<file path="src/rtl/pixel_sink_pkg.sv">
// Shared screen geometry, pixel payload and state encoding for the pixel sink.
package pixel_sink_pkg;

   localparam int unsigned WIDTH        = 160;
   localparam int unsigned HEIGHT       = 120;
   localparam int unsigned COLOUR_BITS  = 3;
   localparam int unsigned FIFO_DEPTH   = 4;
   localparam int unsigned ADDR_BITS    = 15;
   localparam int unsigned CLEAR_COLOUR = 0;
   localparam int unsigned COORD_BITS   = 10;

   typedef enum logic [1:0] {
      S_RUN   = 2'd0,
      S_DRAIN = 2'd1,
      S_CLEAR = 2'd2
   } state_t;

   typedef struct packed {
      logic [COORD_BITS-1:0]  x;
      logic [COORD_BITS-1:0]  y;
      logic [COLOUR_BITS-1:0] colour;
   } pixel_t;

   // Row-major frame-buffer address; operands are in range so no truncation occurs.
   function automatic logic [ADDR_BITS-1:0] pixel_addr(input logic [COORD_BITS-1:0] px,
                                                       input logic [COORD_BITS-1:0] py);
      return ADDR_BITS'(py) * ADDR_BITS'(WIDTH) + ADDR_BITS'(px);
   endfunction

endpackage

</file>
<file path="src/rtl/pixel_fifo.sv">
// Small synchronous FIFO buffering accepted pixels ahead of the memory write stage.
module pixel_fifo #(
   parameter int unsigned DATA_W = 8,
   parameter int unsigned DEPTH  = 4
) (
   input  logic              clk,
   input  logic              resetn,
   input  logic              push,
   input  logic [DATA_W-1:0] wr_data,
   input  logic              pop,
   output logic [DATA_W-1:0] head_c,
   output logic              full,
   output logic              empty
);

   localparam int unsigned PTR_W = $clog2(DEPTH);
   localparam int unsigned CNT_W = PTR_W + 1;

   logic [DATA_W-1:0] mem [DEPTH];
   logic [PTR_W-1:0]  wr_ptr;
   logic [PTR_W-1:0]  rd_ptr;
   logic [CNT_W-1:0]  count;
   logic [CNT_W-1:0]  count_nxt;

   always_comb begin
      count_nxt = count;
      if (push && !pop) begin
         count_nxt = count + CNT_W'(1);
      end else if (pop && !push) begin
         count_nxt = count - CNT_W'(1);
      end
   end

   // Pointers wrap naturally because DEPTH is a power of two.
   always_ff @(posedge clk or negedge resetn) begin
      if (!resetn) begin
         wr_ptr <= '0;
         rd_ptr <= '0;
         count  <= '0;
         full   <= 1'b0;
         empty  <= 1'b1;
      end else begin
         if (push) wr_ptr <= wr_ptr + PTR_W'(1);
         if (pop)  rd_ptr <= rd_ptr + PTR_W'(1);
         count <= count_nxt;
         full  <= (count_nxt == CNT_W'(DEPTH));
         empty <= (count_nxt == '0);
      end
   end

   always_ff @(posedge clk) begin
      if (push) mem[wr_ptr] <= wr_data;
   end

   assign head_c = mem[rd_ptr];

endmodule

</file>
<file path="src/rtl/pixel_sink.sv">
// Pixel-write receiver: range check, buffering, frame-buffer address generation
// and a full-screen clear sweep, all behind a registered memory write port.
module pixel_sink
   import pixel_sink_pkg::*;
(
   input  logic                   clk,
   input  logic                   resetn,
   input  logic [COORD_BITS-1:0]  x,
   input  logic [COORD_BITS-1:0]  y,
   input  logic [COLOUR_BITS-1:0] colour,
   input  logic                   writeEn,
   input  logic                   clear,
   output logic                   ready,
   output logic [ADDR_BITS-1:0]   mem_addr,
   output logic [COLOUR_BITS-1:0] mem_data,
   output logic                   mem_we,
   input  logic                   mem_ready,
   output logic                   clearing,
   output logic                   oob
);

   localparam int unsigned PIXELS  = WIDTH * HEIGHT;
   localparam int unsigned SWEEP_W = ADDR_BITS + 1;
   localparam int unsigned PIX_W   = $bits(pixel_t);

   state_t                 state, state_nxt;
   logic                   clear_pending, pend_nxt;
   logic [SWEEP_W-1:0]     sweep_cnt, sweep_nxt;
   logic [ADDR_BITS-1:0]   addr_nxt;
   logic [COLOUR_BITS-1:0] data_nxt;
   logic                   we_nxt;
   logic                   oob_nxt;
   logic                   pop;
   logic                   push;
   logic                   accept;
   logic                   in_range;
   logic                   stage_free;
   logic                   fifo_full;
   logic                   fifo_empty;
   pixel_t                 wr_pix;
   pixel_t                 head;

   assign ready      = (state == S_RUN) && !clear_pending && !fifo_full;
   assign accept     = writeEn && ready;
   assign in_range   = (x < COORD_BITS'(WIDTH)) && (y < COORD_BITS'(HEIGHT));
   assign push       = accept && in_range;
   assign stage_free = !mem_we || mem_ready;
   assign wr_pix     = '{x: x, y: y, colour: colour};

   pixel_fifo #(
      .DATA_W (PIX_W),
      .DEPTH  (FIFO_DEPTH)
   ) u_fifo (
      .clk     (clk),
      .resetn  (resetn),
      .push    (push),
      .wr_data (wr_pix),
      .pop     (pop),
      .head_c  (head),
      .full    (fifo_full),
      .empty   (fifo_empty)
   );

   // Next-state, pop control and next values of the registered memory port.
   always_comb begin
      state_nxt = state;
      pend_nxt  = clear_pending;
      sweep_nxt = sweep_cnt;
      addr_nxt  = mem_addr;
      data_nxt  = mem_data;
      we_nxt    = mem_we;
      pop       = 1'b0;
      oob_nxt   = accept && !in_range;

      unique case (state)
         S_RUN, S_DRAIN: begin
            if (stage_free) begin
               if (!fifo_empty) begin
                  pop      = 1'b1;
                  addr_nxt = pixel_addr(head.x, head.y);
                  data_nxt = head.colour;
                  we_nxt   = 1'b1;
               end else begin
                  we_nxt = 1'b0;
               end
            end
            if (state == S_RUN) begin
               if (clear) begin
                  pend_nxt  = 1'b1;
                  state_nxt = S_DRAIN;
               end
            end else if (fifo_empty && stage_free) begin
               state_nxt = S_CLEAR;
               sweep_nxt = '0;
               pend_nxt  = 1'b0;
            end
         end
         S_CLEAR: begin
            // sweep_cnt counts issued writes; reaching PIXELS with a free stage means the last one landed.
            if (stage_free) begin
               if (sweep_cnt == SWEEP_W'(PIXELS)) begin
                  state_nxt = S_RUN;
                  we_nxt    = 1'b0;
               end else begin
                  addr_nxt  = ADDR_BITS'(sweep_cnt);
                  data_nxt  = COLOUR_BITS'(CLEAR_COLOUR);
                  we_nxt    = 1'b1;
                  sweep_nxt = sweep_cnt + SWEEP_W'(1);
               end
            end
         end
         default: state_nxt = S_RUN;
      endcase
   end

   always_ff @(posedge clk or negedge resetn) begin
      if (!resetn) begin
         state         <= S_RUN;
         clear_pending <= 1'b0;
         sweep_cnt     <= '0;
         mem_addr      <= '0;
         mem_data      <= '0;
         mem_we        <= 1'b0;
         clearing      <= 1'b0;
         oob           <= 1'b0;
      end else begin
         state         <= state_nxt;
         clear_pending <= pend_nxt;
         sweep_cnt     <= sweep_nxt;
         mem_addr      <= addr_nxt;
         mem_data      <= data_nxt;
         mem_we        <= we_nxt;
         clearing      <= (state_nxt == S_CLEAR);
         oob           <= oob_nxt;
      end
   end

endmodule

</file>
<file path="config.mk">
export PLATFORM = sky130hd
export DESIGN_NAME = pixel_sink
export DESIGN_NICKNAME = d
export VERILOG_FILES = /design/src/rtl/pixel_sink_pkg.sv /design/src/rtl/pixel_fifo.sv /design/src/rtl/pixel_sink.sv
export SDC_FILE = /design/constraint.sdc
export NUM_CORES = 1
export LEC_CHECK = 0
export BUFFER_PORTS_ARGS = -buffer_cell sky130_fd_sc_hd__buf_2
export CORE_UTILIZATION = 30
export CTS_BUF_LIST = sky130_fd_sc_hd__clkbuf_2
export CTS_CLUSTER_DIAMETER = 80
export DETAILED_ROUTE_END_ITERATION = 8
export GPL_ROUTABILITY_DRIVEN = 0
export PLACE_DENSITY = 0.55
export SYNTH_ARGS = -nofsm -noshare
export SYNTH_HDL_FRONTEND = slang
export SYNTH_SLANG_ARGS = --single-unit
export TNS_END_PERCENT = 1
</file>
<file path="constraint.sdc">
create_clock -name clk -period 4.11 [get_ports clk]
set_clock_uncertainty 0.05 [all_clocks]
set_input_delay 0.6165 -clock clk [delete_from_list [all_inputs] [get_ports clk]]
set_output_delay 0.6165 -clock clk [all_outputs]
set_load 0.02 [all_outputs]
</file>
==> reports/qor.yml <==
run_status: "complete, no violations"
synth_nets: 507
nets: 589
cp_common_cell: "ha_1"
slowest_delay_ps: 710
grt_overflow: 0
synth_cell_type_count: 59
coreArea_um2: 21000
fmax_mhz: 284
cts_made_buffers: 17
dpl.hpwl_um: 8980
hold_ws_ps: 99.4
synth_edf_count: 92
antenna_found_initial: 1
yosys_warnings: 0
r2r-end: "mem_addr[13]"
slew_headroom: 0.371
wl_per_cell_um: 15.4
hold_viol: 0
synthCells: 451
startpoint_type: "flip-flop"
tightestPinTransition_ps: 937
seq_area_um2: 3990
cp-endpoint: "mem_addr[13]"
io_pins: 50
grt_pass1_wl_um: 20500
fin_setup_tns_ps: 0
post_cts_buffers: 0
design_area_um2: 7420
grtUsageTotal: 0.124
cp_top_family: "adder cells"
final_antenna_net_count: 0
critPathRequiredTime_ps: 4680
cts_root_buffer: "clkbuf_2"
mostFrequentLayoutCell: "edfxtp_1"
crit_type: "flip-flop to flip-flop"
setup_ws_ps: 591
synthArstFlopShare: 0.348
p_leak_nw: 2.84
htree_levels: 4
ctsLongestPathBuffers: 2
path_cells: "mux4_2 -> ha_1 -> ha_1 -> fa_1 -> ha_1 -> inv_1 -> a21oi_1 -> o21ai_0 -> nor2_1 -> xnor2_1 -> o21ai_0"
routed_wl_um: 12700
start_util: 0.306
slew_viol_final: 0
drt_iter0_markers: 229
worstRegToRegCells: 11
cts.reportedPaths.clkPinSlew_ps: 210
grt_pass1_vias: 3935
crit_start: "u_fifo.rd_ptr[0]"
holdCritPathClass: "input pin to flip-flop"
first_pass_iters: 4
critical_path_depth: 11
crit_arrival_ps: 4090
rows: 53
setup_viol: 0
route.detailed.drc: 0
crit_slowest_cell: "dfrtp_1"
cellPowerDensity_nw_per_um2: 704
die_y_um: 148
ff2ff_setup_slack_ps: 590
pre_cts_slack_ps: 577
endpoint_kind: "flip-flop"
fill_cells: 2124
clk_latency_ps: 700
timing.rr.start: "u_fifo.rd_ptr[0]"
area_growth_pct: 15.8
netlist_area_um2: 6410
worst-path-max-fanout: 9
layout_common_cells: "edfxtp_1 (92), buf_2 (49), dfrtp_1 (48)"
placed_cell_area_um2: 6980
io_buffers: 49
synth_seq_cells: 141
vias_per_cell: 4.68
cp_num_buf_inv: 1
syn_avg_cell_area_um2: 14.2
holdPathStages: 1
synth-main-ff-cell: "edfxtp_1"
grt_max_degree: 33
dieArea_um2: 21900
rsz0062_at_grt: "false"
numClockSinks: 141
post-route-min-period_ps: 3520
multiInputGateArea_um2: 2250
period_share: 0.856
cap_violations: 0
cts_tree: "built"
vdd_drop_max_mv: 0.349
drive_gt1_frac: 0.218
yosysSeqAreaShare: 0.623
die_w_um: 148
via_count: 3844
[through the flow]
stage	power (mW)	cells	utilization
2_1_floorplan	3.84	451	-
3_3_place_gp	4.41	770	0.333
3_5_place_dp	4.47	770	0.333
4_1_cts	5.30	819	0.353
5_1_grt	5.67	822	0.354
6_report	5.22	822	0.354
[cell families after synthesis]
logic type / after synthesis / share of synthesized area
compound gates: 72 / 0.0709
xor+xnor: 24 / 0.0328
fa+ha+maj: 28 / 0.0570
buf+inv: 34 / 0.0262
flops: 141 / 0.623
mux: 27 / 0.0894
simple gates: 125 / 0.101
[worst min path at each step]
stage,startpoint,to,slack [ps]
2_1_floorplan,resetn,clear_pending,270
3_3_place_gp,mem_addr[10],mem_addr[10],420
3_5_place_dp,mem_addr[10],mem_addr[10],420
4_1_cts,y[6],u_fifo.mem[2][9],0.07
5_1_grt,x[1],u_fifo.mem[1][14],1
6_report,x[1],u_fifo.mem[3][14],100
[report_power, final]
part           total [mW]  switching (mW)  internal (mW)  leakage [nW]
sequential           1.84           0.165           1.68          1.43
combinational        2.57            1.39           1.18          1.28
clock               0.807           0.521          0.286         0.136
total                5.22            2.07           3.15          2.84
[cells in the mapped netlist, drive strengths merged (4+ instances only)]
cell type  number  share of area
edfxtp         92           0.43
dfrtp          48           0.19
nor2           40          0.024
nand2          33          0.019
o21ai          27          0.021
ha             26          0.051
mux4           23          0.083
inv            18          0.011
a21oi          15          0.013
xnor2          14          0.019
buf            10          0.012
xor2           10          0.014
a31oi           9         0.0088
and2            7         0.0070
or3             7         0.0068
clkbuf          6         0.0035
nand3           6         0.0047
nor2b           6         0.0059
nand2b          5         0.0061
mux2i           4         0.0062
nand4           4         0.0039
[area by class of cell]
cell class	instances	share of cell area
sequential	141	0.538
multi-input combinational	276	0.303
timing repair buffer	79	0.0698
tap	275	0.0464
clock inverter	15	0.0216
clock buffer	17	0.0115
inverter	18	0.00911
antenna	1	0.000337
[per-layer routing]
metal / part of all wire / vias to the layer above / GRT usage
met5: 0 / - / 0
met1: 0.47 / 1911 / 0.157
li1: - / 1855 / -
met4: 0.013 / 0 / 0.0448
met2: 0.48 / 66 / 0.203
met3: 0.036 / 12 / 0.0331
[sequential cells by signal, summed over array words and instances (netlist names)]
register / flops
u_fifo.mem: 92
clearing: 1
u_fifo.wr_ptr: 2
u_fifo.count: 3
state: 2
clear_pending: 1
u_fifo.empty: 1
u_fifo.rd_ptr: 2
mem_data: 3
sweep_cnt: 16
u_fifo.full: 1
oob: 1
mem_we: 1
mem_addr: 15
[timing repair]
item | 4_1_cts | 5_1_grt
hold buffers | 17 | 2
setup endpoints to repair | 0 | 0
gates resized for setup | 0 | 0
hold endpoints to repair | 74 | 4
No activity file was read; power rests on OpenSTA's default activity.
